[src/rtl/pipeline_ctrl.sv]
// Pipeline hazard/stall controller: per-stage hold vector, divide sequencing, exception flush.
// Latency: pause is combinational; flush/new_pc/div_done/div_abort are registered (1 cycle after request).
// Backpressure: none accepted; it generates the hold vector that stalls the upstream stages.
module pipeline_ctrl #(
    parameter int DIV_CYCLES = 32
) (
    input  logic        clk,
    input  logic        rst,
    input  logic        pause_req_if,
    input  logic        pause_req_id,
    input  logic        pause_req_ex,
    input  logic        pause_req_mem,
    input  logic        div_start,
    input  logic        excp_req,
    input  logic [31:0] excp_pc,
    output logic [5:0]  pause,
    output logic        flush,
    output logic [31:0] new_pc,
    output logic        div_done,
    output logic        div_abort,
    output logic [31:0] stall_cycles
);

    localparam int CNT_W = $clog2(DIV_CYCLES);
    localparam logic [CNT_W-1:0] CNT_LAST = CNT_W'(DIV_CYCLES - 1);

    typedef enum logic [1:0] {
        IDLE     = 2'd0,
        DIV_BUSY = 2'd1,
        FLUSH    = 2'd2
    } state_t;

    state_t           state;
    state_t           state_nxt;
    logic [CNT_W-1:0] div_cnt;
    logic [CNT_W-1:0] div_cnt_nxt;
    logic             flush_nxt;
    logic             done_nxt;
    logic             abort_nxt;

    always_comb begin
        state_nxt   = state;
        div_cnt_nxt = div_cnt;
        flush_nxt   = 1'b0;
        done_nxt    = 1'b0;
        abort_nxt   = 1'b0;
        case (state)
            IDLE: begin
                if (excp_req) begin
                    state_nxt = FLUSH;
                    flush_nxt = 1'b1;
                end else if (div_start) begin
                    state_nxt   = DIV_BUSY;
                    div_cnt_nxt = '0;
                end
            end
            DIV_BUSY: begin
                // An exception cancels the divide even on its final cycle.
                if (excp_req) begin
                    state_nxt   = FLUSH;
                    flush_nxt   = 1'b1;
                    abort_nxt   = 1'b1;
                    div_cnt_nxt = '0;
                end else if (div_cnt == CNT_LAST) begin
                    state_nxt   = IDLE;
                    done_nxt    = 1'b1;
                    div_cnt_nxt = '0;
                end else begin
                    div_cnt_nxt = div_cnt + 1'b1;
                end
            end
            FLUSH: begin
                state_nxt = IDLE;
            end
            default: begin
                state_nxt   = IDLE;
                div_cnt_nxt = '0;
            end
        endcase
    end

    // State terms are masked under reset so only live requests show while held.
    always_comb begin
        pause = 6'b000000;
        if ((state == FLUSH) && !rst) begin
            pause = 6'b000000;
        end else if (pause_req_mem) begin
            pause = 6'b011111;
        end else if (pause_req_ex || ((state == DIV_BUSY) && !rst)) begin
            pause = 6'b001111;
        end else if (pause_req_id) begin
            pause = 6'b000111;
        end else if (pause_req_if) begin
            pause = 6'b000011;
        end
    end

    always_ff @(posedge clk) begin
        if (rst) begin
            state        <= IDLE;
            div_cnt      <= '0;
            flush        <= 1'b0;
            new_pc       <= 32'h0;
            div_done     <= 1'b0;
            div_abort    <= 1'b0;
            stall_cycles <= 32'h0;
        end else begin
            state     <= state_nxt;
            div_cnt   <= div_cnt_nxt;
            flush     <= flush_nxt;
            div_done  <= done_nxt;
            div_abort <= abort_nxt;
            if (flush_nxt) begin
                new_pc <= excp_pc;
            end
            if ((pause != 6'b000000) && (stall_cycles != 32'hFFFF_FFFF)) begin
                stall_cycles <= stall_cycles + 32'd1;
            end
        end
    end

endmodule

[config.mk]
export PLATFORM = sky130hd
export DESIGN_NAME = pipeline_ctrl
export DESIGN_NICKNAME = d
export VERILOG_FILES = /design/src/rtl/pipeline_ctrl.sv
export SDC_FILE = /design/constraint.sdc
export NUM_CORES = 1
export LEC_CHECK = 0
export ABC_AREA = 1
export BUFFER_PORTS_ARGS = -buffer_cell sky130_fd_sc_hd__buf_2
export CAP_MARGIN = 20
export CELL_PAD_IN_SITES_DETAIL_PLACEMENT = 0
export CELL_PAD_IN_SITES_GLOBAL_PLACEMENT = 1
export CORE_ASPECT_RATIO = 1.5
export CORE_MARGIN = 2
export CORE_UTILIZATION = 40
export CTS_BUF_LIST = sky130_fd_sc_hd__clkbuf_8
export DETAILED_ROUTE_END_ITERATION = 10
export GPL_TIMING_DRIVEN = 0
export PLACE_DENSITY = 0.95
export SLEW_MARGIN = 20
export SYNTH_ARGS = -nofsm -noshare
export SYNTH_HDL_FRONTEND = slang
export SYNTH_SLANG_ARGS = --single-unit
export TNS_END_PERCENT = 30
[constraint.sdc]
create_clock -name clk -period 5.26 [get_ports clk]
set_clock_uncertainty 0.05 [all_clocks]
set_input_delay 0.263 -clock clk [delete_from_list [all_inputs] [get_ports clk]]
set_output_delay 0.263 -clock clk [all_outputs]
set_load 0.02 [all_outputs]
Yosys cells after proc, flatten, opt, wreduce, memory -nomap -nowiden
Cells that the tools add are included.
{"block": "op_classes", "addsub": 2, "n_eq_ne": 8, "mux": 18, "bitwise_logic": 2, "n_reduce_logical": 12}
{"cell": "$add 32x1->32 const B", "n": 1}
{"cell": "$ne 32x32->1 const B", "n": 1}
{"cell": "$mux 5", "n": 6}
{"cell": "$pmux 5 s3", "n": 1}
{"cell": "$mux 2", "n": 5}
{"cell": "$ne 3x3->1 const B", "n": 2}
{"cell": "$reduce_bool 6->1", "n": 1}
{"cell": "$add 5x1->5 const B", "n": 1}
{"cell": "$eq 5x5->1 const B", "n": 1}
{"cell": "$mux 4", "n": 1}
{"cell": "$ne 2x2->1 const B", "n": 2}
{"cell": "$pmux 2 s2", "n": 1}
{"cell": "$reduce_or 2->1", "n": 2}
{"cell": "$logic_and 1x1->1", "n": 3}
{"cell": "$mux 1", "n": 3}
{"cell": "$mux 3", "n": 1}
{"cell": "$reduce_and 3->1", "n": 1}
{"cell": "$reduce_or 3->1", "n": 1}
{"cell": "$eq 2x1->1 const B", "n": 1}
{"cell": "$eq 2x2->1 const B", "n": 1}
{"cell": "$logic_not 2->1", "n": 1}
{"cell": "$not 1->1", "n": 2}
{"cell": "$reduce_and 2->1", "n": 1}
{"cell": "$logic_not 1->1", "n": 1}
{"cell": "$logic_or 1x1->1", "n": 1}
{"block": "word_totals", "reg_bits": 74}

Logic depth before layout (Yosys ltp)
Gate-level depths: netlist of the first run.
{"block": "depth", "word_depth": 8, "mapped_depth": 11, "depth_no_buf": 10}

Least setup slack after synthesis of the first run
No wires, ideal clock.
{"block": "synth_path", "kind": "reg-to-reg", "start": "register stall_cycles[0]", "end": "register stall_cycles[28]", "setup_time_ns": 0.071, "t_arrival_ns": 1.737, "required_time_ns": 5.139, "path_slack_ns": 3.402, "path_stages_with_launch": 12, "n_path_buf": 2, "synth_period_minus_slack_ns": 1.858, "path_cell_list": "dfxtp_1 > ha_1 > inv_1 > nor2_4 > nand2_4 > nor2_8 > nand2_4 > nand2_4 > buf_12 > buf_12 > nand2_2 > a21oi_2"}
{"block": "synth_via", "elab_chain_len": 2, "elab_cells_between_ends": 3, "classes_between": "1 x add/sub; 1 x eq/ne; 1 x reduce/logical"}
{"item": "start: declaration", "line": "21", "rtl": "output logic [31:0] stall_cycles"}
{"item": "start signal: assignment", "line": "117", "rtl": "stall_cycles <= stall_cycles + 32'd1;"}
{"item": "branches (longest 2 deep; another with $add 32x1->32)"}
Several ways; the timed one is not identified.
A chain may end at the register's enable or synchronous reset.

Worst setup path after layout of the first run
{"block": "layout_path", "start": "register state[1]", "end": "output port pause[1]"}
{"block": "layout_via", "elab_chain_len": 6, "elab_cells_between_ends": 8, "classes_between": "2 x eq/ne; 3 x mux; 3 x reduce/logical"}
{"item": "start: declaration", "line": "33", "rtl": "state_t state;"}
{"item": "start signal: assignment", "line": "108", "rtl": "state <= state_nxt;"}
{"item": "$eq 2x1->1", "line": "89", "rtl": "end else if (pause_req_ex || ((state == DIV_BUSY) && !rst)) begin"}
{"item": "$logic_and 1x1->1", "line": "89"}
{"item": "$logic_or 1x1->1", "line": "89"}
{"item": "$mux 4", "line": "89"}
{"item": "$mux 5", "line": "87", "rtl": "end else if (pause_req_mem) begin"}
{"item": "$mux 5 *", "line": "85", "rtl": "if ((state == FLUSH) && !rst) begin"}
{"item": "end: declaration", "line": "16", "rtl": "output logic [5:0] pause,"}
Mark *: on every way between the ends. The rest lies on a longest branch, timed or not.

==> results of run 1 <==
[kinds of logic (layout without fill, tap and decap cells)]
| logic type | after synthesis | after routing | synth area share, % |
|---|---|---|---|
| DFF | 74 | 74 | 38.43 |
| AOI/OAI and AO/OA | 69 | 69 | 11.00 |
| and+or+nand+nor | 345 | 345 | 38.75 |
| buffers and inverters | 61 | 187 | 7.562 |
| xor gates and xnor gates | 14 | 14 | 3.181 |
| other | 1 | 1 | 0.09728 |
| adders and majority gates | 3 | 3 | 0.9738 |
[worst max-delay path, cell delays in order (launching register included)]
cell	delay, ns
dfxtp_1	0.35
inv_1	0.10
nand3_1	0.13
nand3_1	0.10
nand2_1	0.08
nand2_2	0.15
buf_2	0.28
buf_4	0.15
buf_2	0.15
[final cells by class]
type / instances / share of cell area [%]
sequential: 74 / 31.41
tap: 112 / 2.972
multi-input combinational: 432 / 44.15
clock inverter: 7 / 0.9817
clock buffer: 9 / 2.627
timing repair buffer: 110 / 11.67
buffer: 23 / 3.157
inverter: 38 / 3.025
[sequential cells by signal (all words and copies together) (netlist names)]
| name | cells |
|---|---|
| new_pc | 32 |
| stall_cycles | 32 |
| div_cnt | 5 |
| state | 2 |
| div_abort | 1 |
| div_done | 1 |
| flush | 1 |
[per-stage QoR]
stage	worst slack, ns	util, %
3_3_place_gp	3.311	48.84
3_5_place_dp	3.295	48.84
5_1_grt	2.912	50.67
4_1_cts	3.075	50.67
6_report	3.106	50.67
2_1_floorplan	3.402	-
[routing by layer]
metal | vias up | track usage (%)
li1 | 2020 | -
met1 | 1815 | 22.65
met2 | 137 | 37.16
met3 | 32 | 4.380
met4 | 0 | 13.09
met5 | - | 0
[worst paths after layout]
| check | slack [ns] | cells after the start | endpoint |
|---|---|---|---|
| hold / removal | 0.07 | 3 | new_pc[30] |
| setup reg to reg | 3.27 | 11 | stall_cycles[16] |
| setup / recovery | 3.11 | 8 | pause[1] |
| hold reg to reg | 0.42 | 2 | div_cnt[4] |
[placed cells by master, fill, tap and decap left out, types with 2 or more instances in the layout]
cell type   synthesis  layout
xnor2_1             4       4
nand4_1             5       5
buf_4               2       2
clkinvlp_4          0       2
inv_1              35      36
clkbuf_1           13      13
nor2_1            134     134
dfxtp_1            74      74
a21oi_2            20      20
clkinv_2            0       2
nand2_2            24      24
o21ai_0            37      37
xor2_1             10      10
ha_1                3       3
a21oi_1            10      10
nand2_4             3       3
buf_12              3       3
clkbuf_8            0       9
nand2_1           135     135
buf_2               5     115
inv_2               2       2
nor3_1              7       7
nand3_1            27      27
nor2_4              4       4
nand3b_1            2       2
[power by group]
group	leakage, uW	internal [uW]	switching (uW)	total, uW
Sequential	0.000605	584	15.0	599
Combinational	0.00139	53.3	101	155
Clock	0.0000868	170	228	398
Total	0.00208	807	344	1150
==> impl_results.md, run 1 <==
- Outcome: completed
- Routability Congestion: between 0.9 and 1
- Synth Warn #: 0
- Number of synthesized flops with an enable pin: 0
- Layout cells sized above 1: roughly 28%
- Clk sink count: 74
- CP startpoint kind: register
- Num ports: 113
- Synth Flop Type: dfxtp_1
- Top sig layer: met4
- Number of diodes: 0
- Hold path start: excp_pc[30]
- Area growth syn-to-layout: 22.33%
- Seq/Total Area, Yosys: 38.43%
- Minimum clock period: between 2 and 2.5 ns
- Avg WL per Cell: 13.58 um
- Num CTS Buffers: 9
- IO Port Bufs: 110
- DP HPWL: approximately 8700 um
- Overall power: 1151 uW
- Post-synth net total: 610
- Post-CTS sizing: 0
- Fmax: 464.2 MHz
- Critical Path Source: state[1]
- WP data required: 4.95 ns
- H-tree depth: 3
- Synth Register Bits: 74
- Die area: 10460 um^2
- Clk_lat worst skew: 0.36 ns
- Rel. slew slack: 53.90%
- Count of final setup violators: 0
- Die H: 124.2 um
- Critical path fanouts, max: 11
- Power per Cell Area: roughly 240 nW/um^2
- Clock Path Buffers: 2
- Routed Antenna Nets: 0
- Via/cell ratio: between 4 and 5
- Period utilisation layout: between 40 and 50%
- Post-synth top cells: nand2_1 (135), nor2_1 (134), dfxtp_1 (74), o21ai_0 (37), inv_1 (35)
- Detail Route met2 WL: approximately 5500 um
- Distinct cells, synth: 30
- Leak: between 0.002 and 0.0025 uW
- Initial antenna violation count: 0
- Ys async rst share: 0%
- Global-route wire length before repair: 18100 um
- Largest net degree at the start of global routing: 14
- Detail Route met3 WL: 665 um
- Nets: 731
- Multi-input gate area: 2082 um^2
- Synth Cell Area: approximately 3900 um^2
- FF-to-FF Start: stall_cycles[1]
- Worst setup EP type: output pin
- Placed cell count: around 790
- WL met1: 4234 um
- CTS tree: yes
- DRC viols: 0
- Top-area cell type share of the netlist area: 38.43%
- First drt pass iteration count: 4
- Final Hold Vio Count: 0
- Register area: 1481 um^2
- Worst EP arrival: 1.84 ns
- Core Region: about 9300 um^2
- Mapped Avg Cell Area: about 7 um^2
- Overall routed net length: 10930 um
- Mapped Cells: 567
- RSZ-0062 raised after global routing: false
- Placed Area: around 4500 um^2
- Total Negative Setup Slacks: 0 ns
- Maximum VDD drop: 0.1820 mV
- Fin. max-slew vios: 0
- Clock root cell: clkbuf_8
- Design area: approximately 4700 um^2
- Crit path kind: reg2out
- Count leader, synth: nand2_1
- Post-Layout Cell Count: 805
- Min Hold Slack: 0.07373 ns
- Worst slew pin tran: 0.6914 ns
- Post-CTS setup buffers: 0
- Global Route Usage Sum: 21.14%
- Clock transition at path regs: 0.08 ns
- Total of max-cap violations: 0
- Yosys top cell by area: dfxtp_1
- Hold buffers post-CTS: 0
- Vias in the first global route: 3950
- Area contributors post-synth: dfxtp_1 (38%), nand2_1 (13%), nor2_1 (13%), o21ai_0 (4.8%), a21oi_2 (4.5%)
- Starting density of the core: 41.42%
- Via count: 4004
- Die width: 84.16 um
- Initial DRC count: between 150 and 200
- Final-layout fill cell count: around 980
- Tightest Hold Check Type: in2reg
- Gr ovfl total: 0
- Std-Cell Rows: 43
Note: power is estimated with default switching activity, not from simulation.
==> inputs of run 2 (changes only) <==
CORE_UTILIZATION = 34   (was 40)
PLACE_DENSITY = 0.89   (was 0.95)
clock period = 1.75 ns   (was 5.26 ns; I/O delays follow)
==> run 2 against run 1 <==
Effect of this change: sequential power grew to 3.0 times the previous value; critical path type unchanged; sequential cell count stayed put; non-clock buffer count is 42 higher.
==> impl_results.md, run 2 (same netlist as run 1, synthesis figures left out) <==
- Die width: 90.94 um (was 84.16 um)
- Starting density of the core: 34.87% (was 41.42%)
- Most used cell, CP: nand3_2
- DRC viols: 0 (unchanged)
- Design area: 5403 um^2 (was 4716 um^2)
- Total of max-cap violations: 0 (unchanged)
- Leading cell type in the layout, fill and taps excluded: nand2_1 (unchanged)
- First drt pass iteration count: 4 (unchanged)
- Clk sink count: 74 (unchanged)
- Post-Layout Cell Count: 882 (was 805)
- Final Hold Vio Count: 0 (unchanged)
- Post-Place Worst Slack: -0.1219 ns (was 3.295 ns)
- CP startpoint kind: register (unchanged)
- Vias in the first global route: 4136 (was 3950)
- Via count: 4182 (was 4004)
- Placed cell count: 824 (was 789)
- Hold Path Stages: 4 (was 3)
- Top Family by Delay on Critical Path: buffers and inverters (unchanged)
- Nets: 773 (was 731)
- RSZ-0062 raised after global routing: true (was false)
- H-tree depth: 3 (unchanged)
- Layout cells sized above 1: 34.29% (was 27.56%)
- Std-Cell Rows: 47 (was 43)
- CTS tree: yes (unchanged)
- Most frequent cells in the layout: nand2_1 (128), nor2_1 (125), buf_2 (112), dfxtp_1 (41), o21ai_0 (37) (was nand2_1 (135), nor2_1 (134), buf_2 (115), dfxtp_1 (74), o21ai_0 (37))
- Regs by FF count: new_pc (32), stall_cycles (32), div_cnt (5) (unchanged)
- Worst r2r dst: stall_cycles[26] (was stall_cycles[16])
- Fin. max-slew vios: 0 (unchanged)
- Power per Cell Area: 673.0 nW/um^2 (was 244.1 nW/um^2)
- WP data required: 1.61 ns (was 4.95 ns)
- Avg WL per Cell: 13.90 um (was 13.58 um)
- Hold Path End: div_abort (was new_pc[30])
- Global Route Usage Sum: 19.88% (was 21.14%)
- Flop-to-flop setup slack: 0.04 ns (was 3.27 ns)
- Overall power: 3636 uW (was 1151 uW)
- Worst-case reg-to-reg path depth: 11 (unchanged)
- Final WS setup: 0.007979 ns (was 3.106 ns)
- Crit path kind: reg2out (unchanged)
- Initial antenna violation count: 0 (unchanged)
- Largest stage delay on the critical path: 0.37 ns (was 0.35 ns)
- Clock transition at path regs: 0.08 ns (about the same)
- Initial DRC count: 129 (was 185)
- Count of final setup violators: 0 (unchanged)
- Global-route wire length before repair: 19430 um (was 18100 um)
- Largest net degree at the start of global routing: 15 (was 14)
- Num ports: 113 (unchanged)
- Worst slew pin tran: 0.7125 ns (was 0.6914 ns)
- Fmax: around 570 MHz
- FF-to-FF Start: stall_cycles[1] (unchanged)
- Clock root cell: clkbuf_8 (unchanged)
- Overall routed net length: 12260 um (was 10930 um)
- Outcome: completed (unchanged)
- Leak: 0.002321 uW (was 0.002077 uW)
- Via/cell ratio: 4.741 (was 4.974)
- Placed Area: 4592 um^2 (was 4546 um^2)
- Cell with the largest stage delay on the worst path: dfxtp_4 (was dfxtp_1)
- Worst EP arrival: 1.60 ns (was 1.84 ns)
- Minimum clock period: 1.742 ns
- Routed Antenna Nets: 0 (unchanged)
- Critical path fanouts, max: 11 (unchanged)
- Area growth syn-to-layout: 40.15% (was 22.33%)
- Tightest Hold Check Type: in2reg (unchanged)
- Hold path start: rst (was excp_pc[30])
- Clk_lat worst skew: 0.37 ns (was 0.36 ns)
- DP HPWL: 8810 um (was 8664 um)
- Critical path, cell by cell: inv_1 > nand3_2 > nand3_2 > nand2_2 > nand2_4 > buf_8 > buf_4 > buf_2 (was inv_1 > nand3_1 > nand3_1 > nand2_1 > nand2_2 > buf_2 > buf_4 > buf_2)
- IO Port Bufs: 110 (unchanged)
- Period utilisation layout: 99.54%
- Num CTS Buffers: 9 (unchanged)
- Number of diodes: 0 (unchanged)
- Worst setup EP type: output pin (unchanged)
- Routability Congestion: 0.8807 (was 0.9902)
- Clock Path Buffers: 2 (unchanged)
- Rel. slew slack: 52.50% (was 53.90%)
- Die H: 134.4 um (was 124.2 um)
- Gr ovfl total: 0 (unchanged)
- Total Negative Setup Slacks: 0 ns (unchanged)
- Core Region: 11060 um^2 (was 9308 um^2)
- Maximum VDD drop: 0.5927 mV (was 0.1820 mV)
- CP Buf/Inv Count: 4 (unchanged)
- Die area: 12220 um^2 (was 10460 um^2)
## run 2: cell types whose count changed in the layout (fill, tap and decap cells not counted), moves of 7 or more
cell and change:
dfxtp_1 -33, dfxtp_2 +17, dfxtp_4 +16, dlygate4sd3_1 +36
nand2_1 -7, nor2_1 -9
## run 2: worst register-to-register path, stage by stage (launching register included)
cell and delay, ns:
dfxtp_4 0.38, ha_4 0.15, inv_1 0.08, nor2_4 0.13, nand2_4 0.09, nor2_8 0.11, nand2_4 0.07, nand2_4 0.11
buf_12 0.15, clkbuf_16 0.15, nand2_2 0.05, a21oi_2 0.13
## run 2: worst max path at each step
stage	start	endpoint	slack, ns	depth (start not counted)
3_5_place_dp	stall_cycles[0]	stall_cycles[16]	-0.12	11
4_1_cts	state[1]	pause[1]	-0.09	8
6_report	state[1]	pause[1]	0.008	8
3_3_place_gp	stall_cycles[0]	stall_cycles[16]	-0.10	11
5_1_grt	state[1]	pause[1]	-0.08	8
2_1_floorplan	stall_cycles[0]	stall_cycles[28]	0.006	11
## run 2: cell type report
class,instances,area [um^2]
Clock buffer,10,137.6
Timing Repair Buffer,152,991.0
Sequential cell,74,1563
Multi-Input combinational cell,432,2170
Clock inverter,6,47.55
Fill cell,1133,5653
Tap cell,147,183.9
Buffer,23,167.7
Inverter,38,142.6
## run 2: report_power, final
part | total (uW) | leakage [uW] | switching (uW) | internal (uW)
logic | 572 | 0.00160 | 336 | 236
clock network | 1280 | 0.0000937 | 715 | 568
registers | 1780 | 0.000626 | 45.5 | 1740
total | 3640 | 0.00232 | 1100 | 2540
## run 2: timing repair
action | 4_1_cts | 5_1_grt
cloned | 0 | 2
setup endpoints to repair | 33 | 63
hold endpoints to repair | 37 | 0
setup buffers | 1 | 3
pin swaps | 0 | 5
resized for setup | 32 | 49
hold buffers | 36 | 0
## run 2: metrics by stage
| stage | util (%) | hold WS (ns) |
|---|---|---|
| floorplan | - | 0.1724 |
| global placement | 41.53 | 0.2594 |
| detailed placement | 41.53 | 0.2647 |
| CTS | 47.10 | 0.1518 |
| global route | 48.87 | 0.1315 |
| finish | 48.87 | 0.1352 |
## run 2: per-layer routing
metal / part of all wire, % / vias up / track usage (%)
met2: 52 / 142 / 38.52
met5: 0 / - / 0
met4: 2.6 / 0 / 7.071
met3: 7.2 / 29 / 5.955
li1: - / 2110 / -
met1: 38 / 1901 / 19.69
==> inputs of run 3 (changes only) <==
PLACE_DENSITY = 0.75   (was 0.89)
==> run 3 against run 2 <==
Effect of this change: sequential power about the same; critical path depth did not move; global-route usage is 0.078 points higher; core utilization increased by 1.1 points; first-iteration DRC count is 12% higher; worst hold slack improved by 0.070 ns; non-clock buffer count is 9 higher; critical path type is now reg2reg; critical endpoint is now stall_cycles[18]; highest routed layer unchanged.
==> impl_results.md, run 3 (same netlist as run 1, synthesis figures left out) <==
- Hold Path End: stall_cycles[19] (was div_abort)
- WP data required: 1.94 ns (was 1.61 ns)
- Hold path start: pause_req_if (was rst)
- Global Route Usage Sum: 19.95% (was 19.88%)
- Maximum VDD drop: 0.5383 mV (was 0.5927 mV)
- FF-to-FF Start: stall_cycles[1] (unchanged)
- Period utilisation layout: 97.75% (was 99.54%)
- Global-route wire length before repair: 19370 um (was 19430 um)
- First drt pass iteration count: 5 (was 4)
- Vias in the first global route: 4080 (was 4136)
- Flop-to-flop setup slack: 0.04 ns (about the same)
- Initial antenna violation count: 0 (unchanged)
- IO Port Bufs: 110 (unchanged)
- Rel. slew slack: 48.52% (was 52.50%)
- CP startpoint kind: register (unchanged)
- Worst slew pin tran: 0.7722 ns (was 0.7125 ns)
- Core Region: 11060 um^2 (unchanged)
- Via count: 4178 (was 4182)
- Die width: 90.94 um (unchanged)
- Die area: 12220 um^2 (unchanged)
- Area growth syn-to-layout: 43.20% (was 40.15%)
- Routability Congestion: 0.9149 (was 0.8807)
- Clock root cell: clkbuf_8 (unchanged)
- Clk sink count: 74 (unchanged)
- Routed Antenna Nets: 0 (unchanged)
- Fmax: 584.6 MHz (was 574.0 MHz)
- Final-layout fill cell count: 1157 (was 1133)
- Overall routed net length: 12120 um (was 12260 um)
- Leading cell type in the layout, fill and taps excluded: nand2_1 (unchanged)
- Power per Cell Area: 728.3 nW/um^2 (was 673.0 nW/um^2)
- Fin. max-slew vios: 0 (unchanged)
- Leak: 0.002411 uW (was 0.002321 uW)
- Clk_lat worst skew: 0.36 ns (was 0.37 ns)
- Die H: 134.4 um (unchanged)
- Most frequent cells in the layout: nand2_1 (130), nor2_1 (125), buf_2 (111), dfxtp_1 (42) (was nand2_1 (128), nor2_1 (125), buf_2 (112), dfxtp_1 (41), o21ai_0 (37))
- Initial DRC count: 144 (was 129)
- Clock Path Buffers: 2 (unchanged)
- Crit path kind: reg2reg (was reg2out)
- Final Hold Vio Count: 0 (unchanged)
- Number of diodes: 0 (unchanged)
- Min Hold Slack: 0.2048 ns (was 0.1352 ns)
- Minimum clock period: 1.711 ns (was 1.742 ns)
- Starting density of the core: 34.87% (unchanged)
- Clock transition at path regs: 0.08 ns (about the same)
- Critical path, cell by cell: ha_4 > nand3_1 > nor2_4 > nand2_1 > nor2_1 > nand4_1 > nand2_1 > nor2_1 (was inv_1 > nand3_2 > nand3_2 > nand2_2 > nand2_4 > buf_8 > buf_4 > buf_2)
- Largest stage delay on the critical path: 0.38 ns (was 0.37 ns)
- Worst-case reg-to-reg path depth: 8 (was 11)
- Count of final setup violators: 0 (unchanged)
- Std-Cell Rows: 47 (unchanged)
- DRC viols: 0 (unchanged)
- Design area: 5520 um^2 (was 5403 um^2)
- Nets: 782 (was 773)
- Cell with the largest stage delay on the worst path: dfxtp_4 (unchanged)
- Via/cell ratio: 4.689 (was 4.741)
- Multi-input gate area: 2172 um^2 (was 2170 um^2)
- DP HPWL: 9046 um (was 8810 um)
- CTS tree: yes (unchanged)
- Num ports: 113 (unchanged)
- Critical path fanouts, max: 4 (was 11)
- Largest net degree at the start of global routing: 14 (was 15)
- Register area: 1536 um^2 (was 1563 um^2)
- Regs by FF count: new_pc (32), stall_cycles (32), div_cnt (5) (unchanged)
- Worst setup EP type: register (was output pin)
- Worst r2r dst: stall_cycles[18] (was stall_cycles[26])
- Outcome: completed (unchanged)
- Worst EP arrival: 1.90 ns (was 1.60 ns)
- Placed Area: 4592 um^2 (unchanged)
- Total of max-cap violations: 0 (unchanged)
- Tightest Hold Check Type: in2reg (unchanged)
- Gr ovfl total: 0 (unchanged)
- H-tree depth: 3 (unchanged)
- Avg WL per Cell: 13.60 um (was 13.90 um)
- Num CTS Buffers: 9 (unchanged)
- Hold Path Stages: 7 (was 4)
- Layout cells sized above 1: 34.68% (was 34.29%)
[run 3: worst max-delay path, delay by kind of cell, from the launching register on]
| family | cells | cell delay (ns) |
|---|---|---|
| fa+ha+maj | 1 | 0.15 |
| simple gates | 7 | 1.02 |
| flops | 1 | 0.38 |
[run 3: worst max path at each step]
stage          slack (ns)          endpoint  depth (start not counted)             from
2_1_floorplan       0.006  stall_cycles[28]                         11  stall_cycles[0]
6_report             0.04  stall_cycles[18]                          8  stall_cycles[1]
4_1_cts             -0.05          pause[1]                          8         state[1]
3_3_place_gp        -0.18  stall_cycles[28]                         11  stall_cycles[0]
3_5_place_dp        -0.18  stall_cycles[25]                         11  stall_cycles[0]
5_1_grt            -0.004  stall_cycles[30]                          9  stall_cycles[6]
[run 3: where the power goes]
part           internal, uW  switching (uW)
sequential             1750            43.8
clock                   947             688
combinational           253             337
total                  2950            1070
[run 3: final cells by class]
| class | instances | area share [%] |
|---|---|---|
| plain buffers | 23 | 3.105 |
| clock buffers | 9 | 2.244 |
| clock inverters | 7 | 2.108 |
| inverters | 38 | 2.584 |
| multi-input cells | 432 | 39.35 |
| flip-flops and latches | 74 | 27.83 |
| well taps | 147 | 3.332 |
| repair buffers | 161 | 19.45 |
[run 3: timing repair]
action                                 CTS  global route
gates cloned                             0             2
setup buffers                            2            11
hold buffers                            36             0
endpoints found under the hold margin   37             0
setup endpoints to repair               34            64
pin swaps                                2             4
resized for setup                       37            35
[run 3: per-stage QoR]
step                      total power (uW)  setup TNS (ns)  std cells  utilization (%)  setup WS, ns
final                                 4020               0        891            49.93       0.03929
after detailed placement              2310          -4.284        824            41.53       -0.1794
after CTS                             4033        -0.04949        878            47.95      -0.04763
after floorplan                       2127               0        567                -      0.006106
after global placement                2303          -4.444        824            41.53       -0.1828
after global routing                  4193       -0.005808        891            49.93     -0.003875
[run 3: metal layers]
metal / track usage (%) / wire, um
met2: 36.46 / 6323
met5: 0 / 0
met4: 11.70 / 510
met3: 4.270 / 613
met1: 20.79 / 4674
